$ cat src/rtl/c64_bus_pkg.sv
// Shared types and constants for the C64 system RAM arbiter.
package c64_bus_pkg;

  typedef enum logic [1:0] {
    RUN,
    BA_WAIT,
    VIC_OWN
  } bus_state_e;

  typedef enum logic {
    OWN_VIC,
    OWN_CPU
  } slot_owner_e;

  localparam logic PHI1 = 1'b0;
  localparam logic PHI2 = 1'b1;

endpackage

$ cat src/rtl/c64_phase_gen.sv
// Phase counter: splits each system cycle into phi1 (VIC) and phi2 (CPU) halves.
module c64_phase_gen
  import c64_bus_pkg::*;
#(
  parameter int unsigned PHASE_LEN = 4,
  parameter int unsigned CW        = $clog2(PHASE_LEN)
) (
  input  logic          clk,
  input  logic          reset,
  output logic          phase,
  output logic [CW-1:0] cnt,
  output logic          phase_first,
  output logic          phase_last,
  output logic          phi2
);

  always_ff @(posedge clk) begin
    if (reset) begin
      cnt   <= '0;
      phase <= PHI1;
    end else if (cnt == CW'(PHASE_LEN - 1)) begin
      cnt   <= '0;
      phase <= ~phase;
    end else begin
      cnt <= cnt + 1'b1;
    end
  end

  assign phase_first = (cnt == '0);
  assign phase_last  = (cnt == CW'(PHASE_LEN - 1));
  assign phi2        = phase;

endmodule

$ cat src/rtl/c64_bus_arbiter.sv
// Time-slice RAM arbiter between the 6502 core and VIC-II fetch, with BA/RDY bus steal.
module c64_bus_arbiter
  import c64_bus_pkg::*;
#(
  parameter int unsigned PHASE_LEN = 4,
  parameter int unsigned BA_DELAY  = 3
) (
  input  logic        clk,
  input  logic        reset,
  input  logic [15:0] cpu_ab,
  input  logic [7:0]  cpu_do,
  input  logic        cpu_we,
  output logic [7:0]  cpu_di,
  output logic        cpu_ce,
  output logic        cpu_rdy,
  output logic        phi2,
  input  logic [13:0] vic_addr,
  input  logic [1:0]  vic_bank,
  input  logic        vic_ba_req,
  output logic [7:0]  vic_data,
  output logic        vic_strobe,
  output logic [15:0] ram_addr,
  output logic [7:0]  ram_wdata,
  output logic        ram_we,
  input  logic [7:0]  ram_rdata
);

  localparam int unsigned CW = $clog2(PHASE_LEN);
  localparam int unsigned BW = (BA_DELAY > 0) ? $clog2(BA_DELAY + 1) : 1;

  logic          phase;
  logic [CW-1:0] cnt;
  logic          phase_first;
  logic          phase_last;
  logic          pre_last;
  logic          phi1_start;
  logic [15:0]   vic_full;

  bus_state_e    state;
  slot_owner_e   owner;
  logic [BW-1:0] ba_cnt;
  logic          boot;

  c64_phase_gen #(
    .PHASE_LEN(PHASE_LEN),
    .CW       (CW)
  ) u_phase_gen (
    .clk        (clk),
    .reset      (reset),
    .phase      (phase),
    .cnt        (cnt),
    .phase_first(phase_first),
    .phase_last (phase_last),
    .phi2       (phi2)
  );

  assign pre_last   = (cnt == CW'(PHASE_LEN - 2));
  assign phi1_start = phase_first && (phase == PHI1);
  assign vic_full   = {vic_bank, vic_addr};

  // Bus-steal FSM: evaluated once per system cycle at the start of phi1.
  always_ff @(posedge clk) begin
    if (reset) begin
      state   <= RUN;
      ba_cnt  <= '0;
      cpu_rdy <= 1'b1;
    end else begin
      if (phi1_start) begin
        case (state)
          RUN: begin
            if (vic_ba_req) begin
              state   <= BA_WAIT;
              ba_cnt  <= '0;
              cpu_rdy <= 1'b0;
            end
          end
          BA_WAIT: begin
            if (!vic_ba_req) begin
              state   <= RUN;
              cpu_rdy <= 1'b1;
            end else if (ba_cnt == BW'(BA_DELAY)) begin
              state <= VIC_OWN;
            end
          end
          VIC_OWN: begin
            if (!vic_ba_req) begin
              state   <= RUN;
              cpu_rdy <= 1'b1;
            end
          end
          default: state <= RUN;
        endcase
      end
      if ((phase == PHI2) && phase_last && (state == BA_WAIT)) begin
        ba_cnt <= ba_cnt + 1'b1;
      end
    end
  end

  // The slot address is registered on the last clk of the preceding phase so the
  // RAM sees it from cnt 0; strobes are set one clk early so they coincide with the
  // freshly captured data. The first phi1 after reset presents the reset address,
  // so its fetch is not reported.
  always_ff @(posedge clk) begin
    if (reset) begin
      owner      <= OWN_VIC;
      ram_addr   <= '0;
      ram_wdata  <= '0;
      ram_we     <= 1'b0;
      cpu_ce     <= 1'b0;
      vic_strobe <= 1'b0;
      cpu_di     <= '0;
      vic_data   <= '0;
      boot       <= 1'b1;
    end else begin
      ram_we     <= 1'b0;
      cpu_ce     <= 1'b0;
      vic_strobe <= 1'b0;

      if (phase_last) begin
        boot <= 1'b0;
        if ((phase == PHI1) && (state != VIC_OWN)) begin
          owner    <= OWN_CPU;
          ram_addr <= cpu_ab;
        end else begin
          owner    <= OWN_VIC;
          ram_addr <= vic_full;
        end
      end

      if (pre_last) begin
        if (owner == OWN_VIC) begin
          if (!boot) begin
            vic_strobe <= 1'b1;
            vic_data   <= ram_rdata;
          end
        end else if (cpu_we) begin
          ram_we    <= 1'b1;
          ram_wdata <= cpu_do;
          cpu_ce    <= 1'b1;
        end else begin
          cpu_di <= ram_rdata;
          cpu_ce <= cpu_rdy;
        end
      end
    end
  end

endmodule

$ cat config.mk
export PLATFORM = sky130hd
export DESIGN_NAME = c64_bus_arbiter
export DESIGN_NICKNAME = d
export VERILOG_FILES = /design/src/rtl/c64_bus_pkg.sv /design/src/rtl/c64_phase_gen.sv /design/src/rtl/c64_bus_arbiter.sv
export SDC_FILE = /design/constraint.sdc
export NUM_CORES = 1
export LEC_CHECK = 0
export BUFFER_PORTS_ARGS = -buffer_cell sky130_fd_sc_hd__buf_2
export CORE_UTILIZATION = 50
export CTS_CLUSTER_DIAMETER = 30
export DETAILED_ROUTE_END_ITERATION = 10
export PLACE_DENSITY = 0.81
export SETUP_SLACK_MARGIN = 0.4
export SKIP_LAST_GASP = 1
export SYNTH_ARGS = -nofsm -noshare
export SYNTH_HDL_FRONTEND = slang
export SYNTH_HIERARCHICAL = 1
export SYNTH_SLANG_ARGS = --single-unit
$ cat constraint.sdc
create_clock -name clk -period 4.7 [get_ports clk]
set_input_delay 0 -clock clk [delete_from_list [all_inputs] [get_ports clk]]
set_output_delay 0 -clock clk [all_outputs]
set_load 0.02 [all_outputs]
# Word-level counts from Yosys, hierarchy flattened
# Cells that the tools add are included.
dict set report totals {
  reg_bits 53
  out_inout_bits 45
  wordCells 68
}
dict set report classes {
  add_sub_neg 2
  eq_ne 10
  n_mux 17
  n_bitwise 5
  n_reduce_logical 20
}
# cell n
set op_table {}
lappend op_table {{$mux W16} 1}
lappend op_table {{$mux W2} 8}
lappend op_table {{$reduce_and A3 Y1} 4}
lappend op_table {{$eq A2 B2 Y1 const B} 4}
lappend op_table {{$ne A2 B2 Y1 const B} 4}
lappend op_table {{$reduce_and A4 Y1} 2}
lappend op_table {{$reduce_bool A2 Y1} 4}
lappend op_table {{$mux W1} 6}
lappend op_table {{$pmux W2 S3} 1}
lappend op_table {{$reduce_or A3 Y1} 2}
lappend op_table {{$not A1 Y1} 5}
lappend op_table {{$add A2 B1 Y2 const B} 2}
lappend op_table {{$logic_and A1 B1 Y1} 4}
lappend op_table {{$logic_not A2 Y1} 2}
lappend op_table {{$reduce_or A2 Y1} 2}
lappend op_table {{$ne A3 B3 Y1 const B} 1}
lappend op_table {{$eq A2 B1 Y1 const B} 1}
lappend op_table {{$pmux W1 S2} 1}

# Longest topological paths before layout
# Gate-level depths: netlist of the first run.
dict set report logic_depth {
  word_depth 5
  depth_mapped 6
  ltp_nobuf 5
}

# By module
# Netlist of the first run, hierarchy kept.
# module n_inst cells_each area_each_um2 seq_area_each_um2
set by_module_without_submodules {}
lappend by_module_without_submodules {c64_bus_arbiter 1 244 2100.8 1001.0}
lappend by_module_without_submodules {c64_phase_gen 1 13 137.6 60.1}

# Worst setup path after synthesis of the first run
# Ideal clock, no wire load.
dict set report synth_path {
  kind {register to register}
  start {reg state[0]}
  end {reg state[1]}
  setup_ns 0.074
  arrival_ns 1.456
  required_time_ns 4.626
  path_slack_ns 3.170
  path_stages_with_launch 6
  path_buffers 1
  synth_period_minus_slack_ns 1.530
  cell_sequence {dfxtp_1 inv_1 ha_1 buf_2 or4b_1 a31oi_1}
}
dict set report synth_via {
  elab_chain_len 3
}
# element line_no
set synth_rtl {}
lappend synth_rtl {{start: declaration} c64_bus_arbiter.sv:39} ;# bus_state_e state;
lappend synth_rtl {{start signal: assignment} c64_bus_arbiter.sv:64} ;# state <= RUN;
lappend synth_rtl {{start signal: assignment} c64_bus_arbiter.sv:72} ;# state <= BA_WAIT;
lappend synth_rtl {{start signal: assignment} c64_bus_arbiter.sv:79} ;# state <= RUN;
lappend synth_rtl {{$eq A2 B1 Y1 (tied with other cells)} c64_bus_arbiter.sv:69} ;# case (state)
lappend synth_rtl {{$ne A3 B3 Y1 (no source line) or $ne A2 B2 Y1 (tied branches)} --}
lappend synth_rtl {{$reduce_and A4 Y1 (no source line)} --}
# Parallel ways exist; a longest one is shown, timed or not.
# A chain may end at the register's enable or synchronous reset.

# Final worst setup path of the first run
dict set report layout_path {
  start {reg state[0]}
  end {reg ram_addr[3]}
}
dict set report layout_via {
  elab_chain_len 3
}
# element line_no
set layout_rtl {}
lappend layout_rtl {{$ne A2 B2 Y1} c64_bus_arbiter.sv:122} ;# if ((phase == PHI1) && (state != VIC_OWN)) begin
lappend layout_rtl {{$logic_and A1 B1 Y1} c64_bus_arbiter.sv:122}
lappend layout_rtl {{$mux W16} c64_bus_arbiter.sv:122}
lappend layout_rtl {{end signal: assignment} c64_bus_arbiter.sv:124} ;# ram_addr <= cpu_ab;
lappend layout_rtl {{end signal: assignment} c64_bus_arbiter.sv:127} ;# ram_addr <= vic_full;
lappend layout_rtl {{end: declaration} c64_bus_arbiter.sv:22} ;# output logic [15:0] ram_addr,
# Every way passes these cells.

==> results of run 1 <==
## layout make-up
type / instances / area share (%)
Multi-Input combinational cell: 179 / 32.2
Timing Repair Buffer: 146 / 30.0
Inverter: 5 / 0.575
Sequential cell: 53 / 32.5
Clock inverter: 1 / 0.230
Clock buffer: 6 / 2.53
Tap cell: 50 / 1.92
## power by group through the flow
stage | clock, µW | combinational [µW] | sequential [µW]
after CTS | 267 | 161 | 487
after floorplan | 0 | 71.4 | 507
final | 265 | 167 | 489
after detailed placement | 0 | 127 | 498
after global routing | 285 | 182 | 491
after global placement | 0 | 125 | 497
## flip-flops by register name (all words and copies together), names as in the netlist
name / flops
u_phase_gen/cnt: 2
vic_data: 8
cpu_di: 8
ram_wdata: 8
cpu_rdy: 1
state: 2
owner: 1
u_phase_gen/phase: 1
vic_strobe: 1
cpu_ce: 1
ram_we: 1
ba_cnt: 2
ram_addr: 16
boot: 1
## cells in the final DEF, fill, tap and decap left out, drive strengths merged
cell | Yosys | final
nand4 | 1 | 1
nor2b | 2 | 2
nand3 | 3 | 3
nor3b | 1 | 1
a21o | 1 | 1
o211ai | 2 | 2
ha | 8 | 8
nand4b | 2 | 2
clkbuf | 11 | 6
dlygate4sd3 | 0 | 49
a31oi | 2 | 2
nor3 | 3 | 3
or2 | 1 | 1
and4b | 1 | 1
nor2 | 31 | 31
xnor2 | 1 | 1
nand2b | 1 | 1
or4b | 2 | 2
o21ai | 18 | 18
nor4b | 1 | 1
clkinvlp | 0 | 1
mux2i | 9 | 9
or4 | 1 | 1
nand2 | 49 | 49
dfxtp | 53 | 53
a21oi | 19 | 19
a311oi | 16 | 16
inv | 5 | 5
nand3b | 1 | 1
buf | 9 | 97
or3 | 2 | 2
and4bb | 1 | 1
## cell usage after synthesis (all sizes together) (3+ instances only)
library cell,instances
ha,8
nand2,49
mux2i,9
o21ai,18
nor3,3
inv,5
a21oi,19
dfxtp,53
nand3,3
clkbuf,11
a311oi,16
nor2,31
buf,9
## through the flow
stage | hold WS [ns] | setup slack, ns | total power [µW] | utilization [%] | std cells
after floorplan | 0.0711 | 3.17 | 579 | - | 257
after global placement | 0.240 | 2.97 | 621 | 64.7 | 384
after detailed placement | 0.247 | 2.89 | 625 | 64.7 | 384
after CTS | 0.0238 | 2.35 | 916 | 78.7 | 440
after global routing | 0.0440 | 2.13 | 958 | 78.7 | 440
final | 0.0374 | 2.20 | 921 | 78.7 | 440
## path summary, 6_finish.rpt
check	startpoint	to	slack, ns	cells after the start
hold / removal	vic_ba_req	state[1]	0.04	3
setup reg to reg	state[0]	ram_addr[3]	2.20	6
setup / recovery	state[0]	ram_addr[3]	2.20	6
hold reg to reg	vic_data[1]	vic_data[1]	0.45	2
## per-layer routing
layer,vias up,part of all wire (%),global-route usage (%)
li1,1151,-,-
met2,74,51,46.5
met5,-,0,0
met3,16,5.2,5.92
met1,1099,41,30.1
met4,0,2.8,12.2
## cell families after synthesis
| logic type | count (synthesis) |
|---|---|
| simple gates | 103 |
| flops | 53 |
| fa+ha+maj | 8 |
| compound gates | 58 |
| buf+inv | 25 |
| mux | 9 |
| xor+xnor | 1 |
## worst register-to-register path, stage by stage (launching register included)
cell and delay, ns:
dfxtp_1 0.41, inv_1 0.09, ha_1 0.46, nor2_4 0.45, nand2_1 0.13, a311oi_1 0.31, dlygate4sd3_1 0.60
## timing repair
item,4_1_cts,5_1_grt
hold endpoints to repair,41,0
hold buffers,49,0
endpoints found under the setup margin,0,0
==> run summary, run 1 <==
Worst Hold Class: input port to flop
Power share of the combinational group: 18.2%
Post-Synth Simple-Gate Area: 22.0%
Drt first pass iters: 4
Initial antenna violation count: 0
Antenna diodes: 0
Die Span Y: 68.9 µm
Xor and xnor area share after synthesis: 0.391%
EDFF count, synth: 0
Dominant synthesized flop cell: dfxtp_1
Adder-cell share of the synthesized area: 4.47%
Unrepaired setup endpoints after global routing: no
Distinct cells, synth: 35
CTS max path bufs: 2
Register share of total power: 53.0%
Worst slew pin tran: 0.938 ns
Max Cap Viol: 0
Fillers: 288
Final setup viols: 0
Vias in the first global route: 2088
Worst-Skew Late Latency: 0.31 ns
Core Footprint: 4140 µm²
CTS H-tree lvls: 2
Placed cell areas: 2680 µm²
Crit path max fanout: 21
CP required: 4.96 ns
Slowest-stage cell, CP: dlygate4sd3_1
Fin area: 3260 µm²
Switching power: 253 µW
CP delay by family, top: buffers and inverters
Final WL: 6250 µm
Io pins: 97
Multi-input logic area: 1050 µm²
Clock share of power: 28.8%
Clk pin slew, worst setup/hold paths: 0.09 ns
Post-synthesis mux area share: 4.02%
Top cell type's share of synthesized area: 47.4%
FP Rows: 23
RePlAce Congestion: 0.756
FF+latch count, synth: 53
IO Port Bufs: 96
CTS tree: built
Initial Util: 54.0%
Total number of vias: 2340
Storage element area: 1060 µm²
# clock sinks: 53
Die width: 68.9 µm
Final TNS setup: 0 ns
Mapped cell area: 2240 µm²
First-pass GRT wire length: 9270 µm
Yosys top cell by area: dfxtp_1
Post-route minimum period: 2.50 ns
WP buf/inv: 2
Clk_skew: 0.00425 ns
Top post-synthesis cells by area: dfxtp_1, nand2_1, a311oi_1
Root Driver: clkbuf_8
Crit-path cells: inv_1 -> ha_1 -> nor2_4 -> nand2_1 -> a311oi_1 -> dlygate4sd3_1
Largest net degree at the start of global routing: 55
Fmax: 400 MHz
Startpoint Class: flop
Share of post-route cells with drive strength above 1: 27.4%
Hpwl dp: 3480 µm
Post-CTS setup buffers: 0
Vias per cell: 5.32
Post-synthesis compound-gate area fraction: 16.1%
Area Overhead vs Synth: 45.7%
Power Dens Cells: 282 nW/µm²
Crit path largest cell delay: 0.60 ns
Fin. Hold Viols: 0
Overflow after GRT: 0
Seq/Total Area, Yosys: 47.4%
Average wire per standard cell: 14.2 µm
Mapped Cells: 257
Worst Setup End Kind: flop
Status: finished clean
Syn nets: 317
Num CTS Buffers: 5
Largest family of logic cells by synthesized area: simple AND/OR/NAND/NOR gates
DRT iter0 DRCs: 142
Fin nets: 450
Antenna Violating Nets Remaining: 0
Final period utilization: 53.2%
Max-slew violation count: 0
# DRC: 0
Max-slew headroom: 37.5%
Internal power: 668 µW
Net Sw Frac: 27.5%
Mean post-synth cell area: 8.71 µm²
Tot GR Track Use: 26.4%
Yosys warnings: 6
Post-cts sizing count: 0
Setup CP Type: flop to flop
Die Footprint: 4750 µm²
Asr flop ratio synth: 0%
Worst vdd ir: 0.150 mV
WP data arrival: 2.76 ns
Leakage: 0.00146 µW
(Power assumes the default switching activity.)
==> inputs of run 2 (changes only) <==
Settings changed: CORE_UTILIZATION 50 to 47, PLACE_DENSITY 0.81 to 0.76.
Clock period 4.7 ns to 2.6 ns, I/O delays scaled along.
==> run 2 against run 1 <==
Against the previous run: the flow now finishes with violations (design-rule violations); hold slack worse by 0.0043 ns; sequential power up 80%; non-clock buffer count did not move; clock power rose by 74%; critical path depth down 1; die area is 6.2% higher; fmax increased by 28%; combinational power increased by 77%; core utilization decreased by 5.8 points; largest cell class unchanged.
==> run summary, run 2 (same netlist as run 1, synthesis figures left out) <==
Setup CP Type: flop to flop
Crit path max fanout: 21 (unchanged)
R2r setup slk: 0.64 ns (-1.56 ns)
Worst r2r path cells: 5 (-1)
Fmax: 511 MHz (+28%)
Area Overhead vs Synth: 45.7% (about the same)
Core Footprint: 4470 µm² (+8.0%)
Failing checks: design-rule violations
Post-placement cell count: 386 (+0.52%)
Startpoint Class: flop
Worst Hold Class: input port to flop
Worst-Skew Late Latency: 0.30 ns (about the same)
Max-slew headroom: 35.2% (-2.2 points)
Die Footprint: 5040 µm² (+6.2%)
Max reg flops: 16 (unchanged)
Place WS: 0.711 ns (-2.18 ns)
Source of the worst hold timing path: vic_ba_req
Critical Path Source: state[0]
Hold Crit Endpoint: state[0]
Max-slew violation count: 0 (unchanged)
Hpwl dp: 3560 µm (+2.3%)
WP data arrival: 2.16 ns (-0.60 ns)
Fin. Hold Viols: 0 (unchanged)
Worst slew pin tran: 0.971 ns (+0.0335 ns)
Antenna Violating Nets Remaining: 0 (unchanged)
Worst Setup End Kind: flop
Non-Filler Instances: 443 (+0.68%)
Final WL: 6170 µm (-1.3%)
Power Dens Cells: 502 nW/µm² (+78%)
Die Span Y: 71.0 µm (+3.0%)
Average wire per standard cell: 13.9 µm (-2.0%)
DRT iter0 DRCs: 188 (+32%)
Root Driver: clkbuf_8
Post-cts sizing count: 0 (unchanged)
Final TNS setup: 0 ns (unchanged)
Vias per cell: 5.15 (-3.1%)
Max Cap Viol: 0 (unchanged)
Met1 Wirelength: 2620 µm (+1.5%)
Clk pin slew, worst setup/hold paths: 0.09 ns (about the same)
WL met2: 3090 µm (-2.4%)
CTS tree: built
Initial Util: 50.0% (-4.0 points)
Hold path cells: 3 (unchanged)
Unrepaired setup endpoints after global routing: no
Initial antenna violation count: 0 (unchanged)
# clock sinks: 53 (unchanged)
Leakage: 0.00143 µW (-2.6%)
Status: finished with violations
Reg-to-Reg End: ram_addr[1]
Drt first pass iters: 8 (+4)
Routed met3 length: 312 µm (-4.9%)
FP Rows: 24 (+4.3%)
Reg-to-reg startpoint: state[0]
Fin nets: 450 (unchanged)
# DRC: 10 (+10)
Share of post-route cells with drive strength above 1: 27.4% (-0.070 points)
Most flop-heavy register: ram_addr
Total number of vias: 2282 (-2.5%)
Commonest non-fill, non-tap cell in the layout: buf_2
First-pass GRT wire length: 9850 µm (+6.3%)
Crit path largest cell delay: 0.46 ns (-0.14 ns)
CP delay by family, top: simple AND/OR/NAND/NOR gates
Post-route minimum period: 1.96 ns (-0.542 ns)
Final period utilization: 75.3% (+22 points)
Slowest-stage cell, CP: ha_1
CTS H-tree lvls: 2 (unchanged)
CP required: 2.81 ns (-2.15 ns)
Vias in the first global route: 2083 (-0.24%)
CTS max path bufs: 2 (unchanged)
Layout Utilization: 72.9% (-5.8 points)
Clk_skew: 0.00248 ns (-0.00177 ns)
Crit-path cells: inv_1 -> ha_1 -> nor2_4 -> nand2_1 -> a311oi_1
Overflow after GRT: 0 (unchanged)
Num CTS Buffers: 5 (unchanged)
Highest-count cells in the layout ignoring fill and taps: buf_2, dfxtp_1, nand2_1, dlygate4sd3_1, nor2_1
Final setup margin: 0.643 ns (-1.56 ns)
Post-CTS setup buffers: 0 (unchanged)
Tot GR Track Use: 24.8% (-1.6 points)
Total power draw: 1640 µW (+78%)
Fillers: 323 (+12%)
Final setup viols: 0 (unchanged)
CTS Hold Bufs: 49 (unchanged)
Antenna diodes: 0 (unchanged)
IO Port Bufs: 96 (unchanged)
WP buf/inv: 1 (-1)
Largest net degree at the start of global routing: 55 (unchanged)
RePlAce Congestion: 0.768 (+1.5%)
Top Layer Used: met4
Io pins: 97 (unchanged)
Worst vdd ir: 0.221 mV (+47%)
Die width: 71.0 µm (+3.0%)
run 2: power breakdown:
part           switching, µW  internal (µW)
clock network            268            192
logic                    148            147
registers               37.0            845
run 2: worst max-delay path by stage:
stage               slack, ns          end  cells after the start
global placement         0.86  ram_addr[2]                      5
detailed placement       0.71  ram_addr[2]                      5
CTS                      0.70  ram_addr[2]                      5
finish                   0.64  ram_addr[1]                      5
global route             0.48  ram_addr[1]                      5
floorplan                1.07     state[1]                      5
run 2: tightest hold or removal path: stages:
cell and delay (ns):
buf_2 0.13, o211ai_1 0.08, a31oi_1 0.08
run 2: per-stage QoR:
stage                     hold slack [ns]  cell area [µm²]
after floorplan                    0.0711             2240
after global placement              0.241             2680
after detailed placement            0.247             2680
after CTS                          0.0289             3260
after global routing               0.0372             3260
final                              0.0330             3260
run 2: area by class of cell:
class	count	area (µm²)	share of cell area, %
Timing Repair Buffer	146	978	30.0
Clock buffer	6	72.6	2.23
Tap cell	52	65.1	2.00
Inverter	5	18.8	0.576
Sequential cell	53	1060	32.5
Multi-Input combinational cell	179	1050	32.2
Clock inverter	2	13.8	0.422
run 2: metal layers:
layer | GRT usage [%] | vias up
met5 | 0 | -
met4 | 9.78 | 0
met3 | 4.42 | 17
met2 | 42.6 | 81
met1 | 31.0 | 1033
li1 | - | 1151
==> inputs of run 3 (changes only) <==
Settings changed: CORE_UTILIZATION 47 to 42, PLACE_DENSITY 0.76 to 0.72.
Clock period 2.6 ns to 1.6 ns, I/O delays scaled along.
==> run 3 against run 2 <==
Against the previous run: critical path depth rose by 1; first-iteration DRC count rose by 61%; final area rose by 22%; global-route usage rose by 2.9 points; sequential share of layout area fell by 5.4 points; critical path type unchanged; cell count rose by 12%; total power rose by 93%; the run now ends clean; critical endpoint unchanged; hold slack improved by 0.040 ns.
==> run summary, run 3 (same netlist as run 1, synthesis figures left out) <==
Total power draw: 3170 µW (+93%)
Critical Path Source: state[0]
Register share of total power: 45.1% (-8.7 points)
Die width: 75.0 µm (+5.6%)
Antenna diodes: 0 (unchanged)
Overflow after GRT: 0 (unchanged)
Total number of vias: 2730 (+20%)
Initial Util: 43.8% (-6.2 points)
Antenna Violating Nets Remaining: 0 (unchanged)
Max reg flops: 16 (unchanged)
Leakage: 0.00167 µW (+17%)
CP required: 1.82 ns (-0.99 ns)
# clock sinks: 53 (unchanged)
Commonest non-fill, non-tap cell in the layout: buf_2
Area Overhead vs Synth: 77.7%
Initial antenna violation count: 0 (unchanged)
Worst-Skew Late Latency: 0.32 ns (+0.02 ns)
Tot GR Track Use: 27.7% (+2.9 points)
Crit path max fanout: 6 (-71%)
Power share of the combinational group: 24.7% (+6.7 points)
Highest-count cells in the layout ignoring fill and taps: buf_2, dlygate4sd3_1, dfxtp_1
Worst Setup End Kind: flop
Max Cap Viol: 0 (unchanged)
Vias per cell: 5.52 (+7.1%)
Die Span Y: 75.0 µm (+5.6%)
Clk_skew: 0.00754 ns (+0.00507 ns)
CTS H-tree lvls: 2 (unchanged)
Startpoint Class: flop
Net Sw Frac: 29.5% (+1.8 points)
Reg-to-reg startpoint: state[0]
R2r setup slk: 0.16 ns (-0.48 ns)
Switching power: 935 µW (+110%)
Vias in the first global route: 2484 (+19%)
Io pins: 97 (unchanged)
Final TNS setup: 0 ns (unchanged)
Power Dens Cells: 797 nW/µm² (+59%)
FP Rows: 26 (+8.3%)
Setup CP Type: flop to flop
Final WL: 9110 µm (+48%)
Most flop-heavy register: ram_addr
# DRC: 0 (-10)
Fmax: 694 MHz (+36%)
Average wire per standard cell: 18.4 µm (+32%)
Worst slew pin tran: 0.510 ns (-0.461 ns)
CTS max path bufs: 2 (unchanged)
Hpwl dp: 3610 µm (+1.4%)
Fin. Hold Viols: 0 (unchanged)
Internal power: 2230 µW (+89%)
Worst vdd ir: 0.590 mV (+170%)
Clk pin slew, worst setup/hold paths: 0.10 ns (about the same)
Unrepaired setup endpoints after global routing: yes
Reg-to-Reg End: ram_addr[1]
Max-slew violation count: 0 (unchanged)
Num CTS Buffers: 5 (unchanged)
IO Port Bufs: 96 (unchanged)
Root Driver: clkbuf_8
DRT iter0 DRCs: 302 (+61%)
Status: finished clean
Critical Path Sink: ram_addr[1]
Die Footprint: 5630 µm² (+12%)
Final setup viols: 0 (unchanged)
Worst r2r path cells: 6 (+1)
Max-slew headroom: 66.0% (+31 points)
First-pass GRT wire length: 11800 µm (+19%)
Largest net degree at the start of global routing: 25 (-55%)
Drt first pass iters: 5 (-3)
Core Footprint: 5110 µm² (+14%)
Fin nets: 484 (+7.6%)
CTS tree: built
Post-route minimum period: 1.44 ns (-0.516 ns)
Share of post-route cells with drive strength above 1: 49.4% (+22 points)
RePlAce Congestion: 0.749 (-2.4%)
Clock share of power: 30.2% (+2.1 points)
Worst Hold Class: input port to flop
WP data arrival: 1.66 ns (-0.50 ns)
Final period utilization: 90.1% (+15 points)
[run 3: cell count changes in the layout (fill, tap and decap cells not counted), moves of 5 or more]
| cell | change |
|---|---|
| a21oi_1 | -10 |
| a21oi_2 | +10 |
| a311oi_1 | -11 |
| a311oi_2 | +11 |
| buf_4 | +16 |
| buf_6 | +14 |
| dfxtp_1 | -5 |
| dfxtp_4 | +5 |
| ha_1 | -6 |
| ha_4 | +5 |
| nand2_1 | -23 |
| nand2_2 | +23 |
| o21ai_0 | -5 |
[run 3: final cells by class]
class,instances,area (µm²)
fillers,284,1130
well taps,70,87.6
flip-flops and latches,53,1080
repair buffers,179,1320
inverters,5,23.8
multi-input cells,180,1350
clock inverters,3,43.8
clock buffers,5,68.8
[run 3: how the worst min path moves through the flow]
stage                    start                 end  slack [ns]  cells after the start
floorplan                reset  u_phase_gen/cnt[0]        0.06                      1
global placement     cpu_do[7]        ram_wdata[7]        0.24                      3
detailed placement   cpu_do[2]        ram_wdata[2]        0.25                      3
CTS                 vic_ba_req            state[1]        0.02                      3
global route        vic_ba_req             cpu_rdy        0.09                      3
finish              vic_ba_req             cpu_rdy        0.07                      3
[run 3: metrics by stage]
step | hold WS, ns | worst slack (ns) | instances | utilization, % | instance area, µm²
floorplan | 0.0614 | 0.238 | 257 | - | 2320
global placement | 0.241 | 0.161 | 409 | 54.9 | 2810
detailed placement | 0.247 | 0.102 | 409 | 54.9 | 2810
CTS | 0.0198 | 0.252 | 492 | 73.5 | 3750
global route | 0.0851 | 0.107 | 495 | 77.9 | 3980
finish | 0.0729 | 0.158 | 495 | 77.9 | 3980
[run 3: worst max-delay path, stage by stage, from the launching register on]
cell	delay (ns)
dfxtp_4	0.39
inv_4	0.07
ha_4	0.18
buf_6	0.13
buf_6	0.12
o21ai_1	0.10
a311oi_2	0.35
[run 3: routing by layer]
layer / global-route usage, % / up-vias / share of wire (%)
met2: 49.8 / 158 / 51
met4: 10.9 / 0 / 3.5
met5: 0 / - / 0
met1: 32.8 / 1301 / 39
li1: - / 1234 / -
met3: 4.69 / 37 / 6.4
[run 3: power by group through the flow]
stage                     logic (µW)  registers [µW]  clock network [µW]
final                            781            1430                 957
after global routing             824            1430                1010
after floorplan                  227            1490                   0
after CTS                        641            1420                 939
after global placement           408            1450                   0
after detailed placement         414            1460                   0
[run 3: repair_timing]
action / 4_1_cts / 5_1_grt
hold endpoints to repair: 41 / 0
setup endpoints to repair: 46 / 47
hold buffers: 49 / 0
setup buffers: 23 / 2
gates resized for setup: 47 / 43
pin swaps: 52 / 17
cloned: 3 / 1
